`config.mk`:
```
export PLATFORM = sky130hd
export DESIGN_NAME = udp_tx_param
export DESIGN_NICKNAME = d
export VERILOG_FILES = /design/src/rtl/udp_tx_param.sv
export SDC_FILE = /design/constraint.sdc
export NUM_CORES = 1
export LEC_CHECK = 0
export CELL_PAD_IN_SITES_DETAIL_PLACEMENT = 1
export CELL_PAD_IN_SITES_GLOBAL_PLACEMENT = 2
export CORE_MARGIN = 2
export CORE_UTILIZATION = 32
export DETAILED_ROUTE_END_ITERATION = 16
export GPL_TIMING_DRIVEN = 0
export MAX_ROUTING_LAYER = met4
export PLACE_DENSITY_LB_ADDON = 0.12
export SLEW_MARGIN = 15
export SYNTH_ARGS = -nofsm -noshare
export SYNTH_HDL_FRONTEND = slang
export SYNTH_SLANG_ARGS = --single-unit
```
`constraint.sdc`:
```
create_clock -name i_clk -period 5.69 [get_ports i_clk]
set_input_delay 0.8535 -clock i_clk [delete_from_list [all_inputs] [get_ports i_clk]]
set_output_delay 0.8535 -clock i_clk [all_outputs]
set_load 0.005 [all_outputs]
```
`src/rtl/udp_tx_param.sv`:
```
// udp_tx_param: prepends the 8-byte UDP header to an AXI-Stream payload (hdr handshake + s_axis in, m_axis + m_len_err out, i_clk/i_reset)
module udp_tx_param #(
  parameter int DATA_WIDTH = 8,
  parameter int KEEP_WIDTH = DATA_WIDTH / 8,
  parameter bit CHECKSUM_EN = 1'b0
) (
  input  logic                  i_clk,
  input  logic                  i_reset,
  input  logic                  s_udp_hdr_tvalid,
  output logic                  s_udp_hdr_tready,
  input  logic [15:0]           s_udp_src_port,
  input  logic [15:0]           s_udp_dst_port,
  input  logic [15:0]           s_udp_length,
  input  logic [15:0]           s_udp_checksum,
  input  logic [DATA_WIDTH-1:0] s_axis_tdata,
  input  logic [KEEP_WIDTH-1:0] s_axis_tkeep,
  input  logic                  s_axis_tvalid,
  input  logic                  s_axis_tlast,
  output logic                  s_axis_tready,
  output logic [DATA_WIDTH-1:0] m_axis_tdata,
  output logic [KEEP_WIDTH-1:0] m_axis_tkeep,
  output logic                  m_axis_tvalid,
  output logic                  m_axis_tlast,
  input  logic                  m_axis_tready,
  output logic                  m_len_err
);
  localparam int HDR_BEATS = 8 / KEEP_WIDTH;
  typedef enum logic [1:0] {IDLE, HDR, PAYLOAD} state_t;
  state_t r_state, w_next;
  logic [63:0] r_hdr, w_hdr_in;
  logic [15:0] r_len, w_ck;
  logic [3:0] r_cnt;
  logic [16:0] r_bytes, w_pop, w_total;
  logic w_free, w_hdr_acc, w_pay_acc, w_len_bad;
  logic [DATA_WIDTH-1:0] r_data;
  logic [KEEP_WIDTH-1:0] r_keep;
  logic r_last, r_valid, r_len_err;
  assign w_ck = CHECKSUM_EN ? s_udp_checksum : 16'h0000;
  assign w_hdr_in = {w_ck[7:0], w_ck[15:8], s_udp_length[7:0], s_udp_length[15:8],
                     s_udp_dst_port[7:0], s_udp_dst_port[15:8], s_udp_src_port[7:0], s_udp_src_port[15:8]};
  assign w_free = !r_valid || m_axis_tready;
  assign w_total = r_bytes + w_pop;
  assign w_len_bad = {1'b0, r_len} != w_total + 17'd8;
  assign m_axis_tdata = r_data;
  assign m_axis_tkeep = r_keep;
  assign m_axis_tvalid = r_valid;
  assign m_axis_tlast = r_last;
  assign m_len_err = r_len_err;
  always_comb begin
    w_pop = '0;
    for (int k = 0; k < KEEP_WIDTH; k++) w_pop = w_pop + 17'(s_axis_tkeep[k]);
  end
  always_comb begin
    s_udp_hdr_tready = r_state == IDLE && w_free;
    s_axis_tready = r_state == PAYLOAD && w_free;
    w_hdr_acc = s_udp_hdr_tready && s_udp_hdr_tvalid;
    w_pay_acc = s_axis_tready && s_axis_tvalid;
    w_next = w_hdr_acc ? (HDR_BEATS == 1 ? PAYLOAD : HDR) :
             (r_state == HDR && w_free && r_cnt == 4'(HDR_BEATS - 1)) ? PAYLOAD :
             (w_pay_acc && s_axis_tlast) ? IDLE : r_state;
  end
  always_ff @(posedge i_clk) begin
    if (i_reset) begin
      r_state <= IDLE;
      r_hdr <= '0;
      r_len <= '0;
      r_cnt <= '0;
      r_bytes <= '0;
      r_data <= '0;
      r_keep <= '0;
      r_last <= 1'b0;
      r_valid <= 1'b0;
      r_len_err <= 1'b0;
    end else begin
      r_state <= w_next;
      r_len_err <= w_pay_acc && s_axis_tlast && w_len_bad;
      if (w_hdr_acc) begin
        r_hdr <= w_hdr_in;
        r_len <= s_udp_length;
        r_cnt <= 4'd1;
        r_bytes <= '0;
        r_data <= w_hdr_in[DATA_WIDTH-1:0];
        r_keep <= '1;
        r_last <= 1'b0;
        r_valid <= 1'b1;
      end else if (r_state == HDR && w_free) begin
        r_data <= r_hdr[int'(r_cnt) * DATA_WIDTH +: DATA_WIDTH];
        r_keep <= '1;
        r_last <= 1'b0;
        r_valid <= 1'b1;
        r_cnt <= r_cnt + 4'd1;
      end else if (w_pay_acc) begin
        r_data <= s_axis_tdata;
        r_keep <= s_axis_tkeep;
        r_last <= s_axis_tlast;
        r_valid <= 1'b1;
        r_bytes <= w_total;
      end else if (w_free) begin
        r_valid <= 1'b0;
      end
    end
  end
endmodule

```
=== Word-level counts from Yosys, hierarchy flattened ===
Index checks and enable logic that the tools add are counted.

* Register bits after elaboration: 99
* Output and inout port bits: 14
* Input port bits: 79

* Shift-type cells: 1
* Bitwise operators: 1
* Add/subtract/negate cells: 3
* Reduce and logical (&&, ||, !) cells: 19
* Muxes and demuxes: 15
* Equal/unequal tests: 4

{| class="wikitable"
|+ Operators by type and width
! kind !! count
|-
| indexed part select 64 x 8 -> 8 bit || 1
|-
| two-way mux 8 bit || 3
|-
| adder 17 x 1 -> 17 bit || 1
|-
| adder 17 x 4 -> 17 bit (second input constant) || 1
|-
| inequality test 16 x 17 -> 1 bit || 1
|-
| two-way mux 1 bit || 10
|-
| logical AND 1 bit || 8
|-
| nonzero test 3 bit || 2
|-
| adder 4 x 1 -> 4 bit (second input constant) || 1
|-
| == test 4 x 3 -> 1 bit (second input constant) || 1
|-
| two-way mux 2 bit || 2
|-
| nonzero test 2 bit || 2
|-
| nonzero test 4 bit || 1
|-
| OR reduction 3 bit || 1
|-
| == test 2 x 1 -> 1 bit (second input constant) || 1
|-
| == test 2 bit (second input constant) || 1
|-
| zero test 2 bit || 1
|-
| AND reduction 2 bit || 1
|-
| OR reduction 2 bit || 1
|-
| zero test 1 bit || 1
|-
| logical OR 1 bit || 1
|-
| inverter 1 bit || 1
|}

=== Logic depth before layout (Yosys ltp) ===
Gate-level depths: netlist (run 1).

* Depth in word-level cells: 8
* Depth in mapped cells: 15
* Gate-level depth less buffers: 13

=== Least setup slack after synthesis (run 1) ===
No wires, ideal clock.

* Path type: input-to-reg
* Start point: in s_axis_tkeep
* End point: reg r_len_err (netlist: m_len_err)
* Arrival: 3330 ps
* Slack: 2230 ps
* Setup time: 130 ps
* Cell stages on the path: 15
* Data required time: 5560 ps
* Path buffers: 2
* Cell sequence: ha_1 > ha_1 > buf_2 > buf_2 > nand3_1 > xnor2_1 > ha_1 > nand2_1 > or4_4 > o211ai_2 > xnor2_1 > nor3_2 > o311ai_1 > a2111oi_2 > a211oi_1

* Cells in the longest elaborated chain, start to end: 4

{| class="wikitable"
|+ RTL lines
! item !! RTL line !! text
|-
| start: declaration || 16 || <nowiki>input logic [KEEP_WIDTH-1:0] s_axis_tkeep,</nowiki>
|-
| adder 17 x 1 -> 17 bit || 42 || <nowiki>assign w_total = r_bytes + w_pop;</nowiki>
|-
| named net w_total[4] || 33 || <nowiki>logic [16:0] r_bytes, w_pop, w_total;</nowiki>
|-
| adder 17 x 4 -> 17 bit || 43 || <nowiki>assign w_len_bad = {1'b0, r_len} != w_total + 17'd8;</nowiki>
|-
| inequality test 16 x 17 -> 1 bit || 43 ||
|-
| logical AND 1 bit || 76 || <nowiki>r_len_err <= w_pay_acc && s_axis_tlast && w_len_bad;</nowiki>
|-
| end signal: assignment || 76 ||
|-
| end: declaration || 37 || <nowiki>logic r_last, r_valid, r_len_err;</nowiki>
|}

The timed path passes the listed nets, and every way through them passes these cells.
A chain may end at the register's enable or synchronous reset.

=== Worst setup path in the final report (run 1) ===
Same ends and word-level chain as after synthesis.

==> results of run 1 <==
==> registers in the layout (all words and copies together), names as in the netlist, 2 cells and up <==
| signal | flops |
|---|---|
| r_hdr | 33 |
| r_bytes | 17 |
| r_len | 15 |
| m_axis_tdata | 8 |
| r_cnt | 4 |
| r_state | 2 |
==> metrics by stage <==
stage	total power, W	instances	worst slack, ns
after global routing	0.00149	850	1.26
final	0.00142	850	1.40
after detailed placement	0.000892	834	1.06
after global placement	0.000887	834	1.10
after floorplan	0.000776	579	2.23
after CTS	0.00144	850	1.40
==> cells by family after synthesis <==
logic type / count (synthesis) / synth area share, %
simple gates: 237 / 23.9
compound gates: 132 / 17.9
flops: 83 / 36.3
buf+inv: 59 / 5.62
xor+xnor: 45 / 8.90
mux: 18 / 6.12
fa+ha+maj: 5 / 1.37
==> per-layer routing <==
metal	track usage [%]	wire length, um	vias up	share of wire (%)
met5	-	0	-	0
met4	5.97	133	0	0.86
met3	2.79	690	9	4.5
met2	30.8	6670	96	43
met1	31.6	7940	2139	51
li1	-	-	2182	-
==> path summary, 6_finish.rpt <==
kind / startpoint / endpoint / slack, ns / cells after the start
hold reg to reg: r_hdr[11] / r_hdr[11] / 0.46 / 2
hold / removal: r_hdr[11] / r_hdr[11] / 0.46 / 2
setup / recovery: s_axis_tkeep / m_len_err / 1.40 / 16
setup reg to reg: r_bytes[0] / m_len_err / 2.07 / 15
==> cells in the final DEF, fill, tap and decap left out, types with 11 or more instances in the layout <==
master           netlist  routed
xor2_1                11      11
inv_1                 13      13
clkdlybuf4s50_1        0      75
o21ai_0               23      23
or3_1                 13      13
nor2_1                27      27
nand2_1              132     132
a21oi_1               65      65
dfxtp_1               83      83
clkbuf_1              27      29
xnor2_1               33      33
nand3_1               17      17
buf_2                 11      11
==> report_power, final <==
group	switching [W]	internal, W	leakage, nW
logic	0.000119	0.000117	1.16
clock network	0.000248	0.000298	0.126
registers	0.0000266	0.000615	0.678
total	0.000393	0.00103	1.96
==> worst max-delay path: cells and delay by family <==
family | cells | cell delay (ns)
simple gates | 4 | 0.93
compound gates | 4 | 0.76
fa+ha+maj | 3 | 0.61
xor+xnor | 2 | 0.30
buf+inv | 3 | 1.02
==> area by class of cell <==
class / instances / area [sq um] / area share [%]
Clock buffer: 11 / 233 / 3.99
Sequential cell: 83 / 1660 / 28.5
Multi-Input combinational cell: 437 / 2660 / 45.7
Inverter: 14 / 52.6 / 0.901
Buffer: 45 / 205 / 3.52
Timing Repair Buffer: 75 / 751 / 12.9
Tap cell: 180 / 225 / 3.86
Clock inverter: 5 / 37.5 / 0.644
==> reports/results.tsv, run 1 <==
metric	value	unit
# nets final	749	
final core occ	41.8	%
die width	124	um
Synth Cell Area	0.00458	sq mm
Final Wtd Congestion	0.855	
CP startpoint kind	input pin	
Seq/Total Area, Yosys	36.3	%
slowest cell on the critical path	clkdlybuf4s50_1	
vias	4426	
most frequent cell after synthesis	nand2_1	
Worst-Skew Late Latency	0.34	ns
post-synth cell types	56	
Tmin final	4.29	ns
slew margin rel.	34.5	%
Post-synth ARST share	0	%
vias per std cell	5.21	
Fin. Hold Viols	0	
iteration count of the initial detailed-routing pass	4	
Num CTS Buffers	9	
worst stage delay on the critical path	0.52	ns
P&R area growth vs syn	27.2	%
IO Port Bufs	75	
Cell Chain, Critical Path	clkdlybuf4s50_1 > ha_1 > ha_1 > buf_2 > buf_2 > nand3_1 > xnor2_1 > ha_1 > nand2_1 > or4_4 > o211ai_2 > xnor2_1 > nor3_2 > o311ai_1 > a2111oi_2 > a211oi_1	
top-area cell type share of the netlist area	36.3	%
syn_nets	663	
post-route clock period utilization	75.5	%
initial drt markers	250	
Crit Path Max Fanout	10	
EDFF count, synth	0	
gr usage total	21.5	%
DP Area	0.00556	sq mm
Yosys reg bits	83	
Post-Syn Instances	579	
H-tree lvl count	3	
VDD IR-drop max	0.000140	V
max-slew violations	0	
Clock Pin Slew Worst Setup and Hold Paths	0.06	ns
largest net degree at the start of global routing	15	
Longest Clk Path Bufs	2	
DRT Wirelength	15400	um
crit path DAT	4.49	ns
post-CTS setup buffers	0	
CP Class	input pin to register	
worst hold path type	register to register	
Setup crit end kind	register	
drt wl/cell	18.2	um
initial core utilization	32.9	%
post-CTS sizing	0	
total negative slack	0	ns
fraction of layout cells with a size suffix above 1	7.46	%
Setup Viol. Count Final	0	
Worst Clk Skew	0.00513	ns
status	complete, no violations	
post-synth top area cell	dfxtp_1	
Critical Path RT	5.88	ns
Pwr Density	244	mW/mm^2
static leakage	1.96	nW
TritonCTS sink count	83	
CTS tree	done	
DP HPWL	12000	um
Ports	93	
yosys warns	0	
most frequent cells after synthesis	132 x nand2_1, 83 x dfxtp_1, 65 x a21oi_1	
top cells by area, synth	dfxtp_1 36%, nand2_1 11%, a21oi_1 7.1%, xnor2_1 6.3%, mux4_2 3.9%	
die area	0.0153	sq mm
first-pass GRT wire length	24100	um
Max Cap Viol	0	
antenna violations before repair	0	
Hold Buf Count CTS	0	
DR DRC count	0	
# fillers	1730	
Max Clock Freq	233	MHz
antenna viol nets, final	0	
Clk Tree Root Cell	clkbuf_16	
global route total overflow	0	
diodes inserted	0	
slew at the pin with the worst max-slew slack	0.980	ns
Core Region	0.0139	sq mm
Post-Layout Inst Area	0.00583	sq mm
CP dominant cell by count	ha_1	
Syn Area/Cell	7.92	sq um
Top FF cell, synth	dfxtp_1	
vias in the first global route	4411	
row count	43	
RSZ-0062 raised after global routing	false	
die height	124	um
hold_ws	0.458	ns
Power figures use the tool's default switching activity.
==> inputs of run 2 (changes only) <==
CORE_UTILIZATION = 27   (was 32)
clock period = 3.5 ns   (was 5.69 ns; I/O delays follow)
==> reports/results.tsv, run 2 (synthesis gave the netlist of run 1 again) <==
metric	value	unit
vias	4394	
reg2reg end	m_len_err	
most common cell after layout, fill and taps aside	nand2_1	
drt wl/cell	18.1	um
Fin. Hold Viols	0	
die height	134	um
Critical Path RT	3.72	ns
r2r setup slk	0.33	ns
# nets final	751	
Core Region	0.0166	sq mm
CP startpoint kind	input pin	
DP HPWL	12400	um
worst hold stages	2	
Hold Buf Count CTS	0	
Final Wtd Congestion	0.825	
Regs by FF count	r_hdr (33), r_bytes (17), r_len (15)	
Setup Viol. Count Final	0	
antenna viol nets, final	0	
Max Clock Freq	309	MHz
slew at the pin with the worst max-slew slack	1.05	ns
row count	47	
status	complete, no violations	
CP Class	input pin to register	
worst hold path type	register to register	
diodes inserted	0	
crit path DAT	3.45	ns
Crit Path Max Fanout	10	
iteration count of the initial detailed-routing pass	4	
Max Cap Viol	0	
met3 global-route usage	2.80	%
DRT Wirelength	16200	um
register with the most flip-flops	r_hdr	
static leakage	2.01	nW
dpl cells	874	
vias per std cell	4.93	
antenna violations before repair	0	
VDD IR-drop max	0.000220	V
max reg flops	33	
met2 Track Usage GR	27.4	%
gr usage total	19.0	%
die area	0.0180	sq mm
initial drt markers	163	
Setup crit end kind	register	
fraction of layout cells with a size suffix above 1	8.78	%
worst r2r path cells	15	
Longest Clk Path Bufs	2	
IO Port Bufs	75	
P&R area growth vs syn	30.3	%
slew margin rel.	29.9	%
Tmin final	3.23	ns
FF-to-FF Start	r_bytes[0]	
post-route clock period utilization	92.3	%
max-slew violations	0	
CTS tree	done	
global route total overflow	0	
Layout Cells excl Fill	892	
hold_ws	0.455	ns
die width	134	um
Worst Clk Skew	0.00683	ns
Hold Path Origin	r_hdr[13]	
# fillers	1986	
most frequent cells in the layout	132 x nand2_1, 83 x dfxtp_1, 74 x clkdlybuf4s50_1	
initial core utilization	27.6	%
TritonCTS sink count	83	
routing usage on met1	27.5	%
H-tree lvl count	3	
Clk Tree Root Cell	clkbuf_16	
Worst-Skew Late Latency	0.35	ns
Clock Pin Slew Worst Setup and Hold Paths	0.07	ns
vias in the first global route	4508	
Ports	93	
largest net degree at the start of global routing	16	
RSZ-0062 raised after global routing	false	
Pwr Density	412	mW/mm^2
end of the worst hold path	r_hdr[13]	
DR DRC count	0	
area of the multi-input gates	0.00269	sq mm
first-pass GRT wire length	25400	um
Top Usage Layer GRT	met1	
Num CTS Buffers	9	
FF/Latch Area	0.00166	sq mm
[run 2: worst max-delay path, cell delays in order]
cell and delay, ns:
dlygate4sd2_1 0.27, ha_1 0.22, ha_1 0.19, buf_6 0.14
buf_8 0.14, nand3_2 0.11, xnor2_2 0.13, ha_2 0.22
nand2_1 0.06, or4_4 0.49, o211ai_2 0.09, xnor2_1 0.11
nor3_2 0.20, o311ai_1 0.14, a2111oi_2 0.26, a211oi_2 0.14
[run 2: layer usage]
layer | routed length [um] | part of all wire, %
met4 | 177 | 1.1
met1 | 8620 | 53
met5 | 0 | 0
met3 | 523 | 3.2
met2 | 6860 | 42
[run 2: layout make-up]
type | instances | area share [%]
Multi-Input combinational cell | 437 | 45.0
Sequential cell | 83 | 27.8
Timing Repair Buffer | 77 | 12.8
Tap cell | 220 | 4.61
Clock buffer | 10 | 4.00
Buffer | 45 | 3.71
Clock inverter | 6 | 1.21
Inverter | 14 | 0.880
[run 2: how the worst max path moves through the flow]
stage	start	end
floorplan	s_axis_tkeep	m_len_err
global placement	s_axis_tkeep	m_len_err
detailed placement	s_axis_tkeep	m_len_err
CTS	s_axis_tkeep	m_len_err
global route	s_axis_tkeep	m_len_err
finish	s_axis_tkeep	m_len_err
[run 2: where the power goes]
group / switching (W) / leakage, nW / total (W) / internal [W]
Combinational: 0.000196 / 1.18 / 0.000386 / 0.000190
Clock: 0.000450 / 0.155 / 0.00103 / 0.000582
Sequential: 0.0000439 / 0.678 / 0.00104 / 0.000999
Total: 0.000690 / 2.01 / 0.00246 / 0.00177
[run 2: per-stage QoR]
step / setup WS, ns / util [%] / total power [W] / instance area, sq um / setup TNS [ns]
6_report: 0.269 / 36.0 / 0.00246 / 5970 / 0
4_1_cts: 0.260 / 36.0 / 0.00249 / 5970 / 0
3_5_place_dp: -0.807 / 33.8 / 0.00146 / 5610 / -0.807
2_1_floorplan: 0.368 / - / 0.00126 / 4580 / 0
3_3_place_gp: -0.816 / 33.8 / 0.00145 / 5610 / -0.816
5_1_grt: 0.0619 / 36.0 / 0.00257 / 5970 / 0
[run 2: repair_timing]
action,in CTS,in global routing
resized for setup,11,0
buffers inserted,2,0
setup endpoints to repair,1,0
==> inputs of run 3 (changes only) <==
SLEW_MARGIN = 20   (was 15)
==> results of run 3 <==
No change in the layout: final DEF, timing and power equal those of run 2.
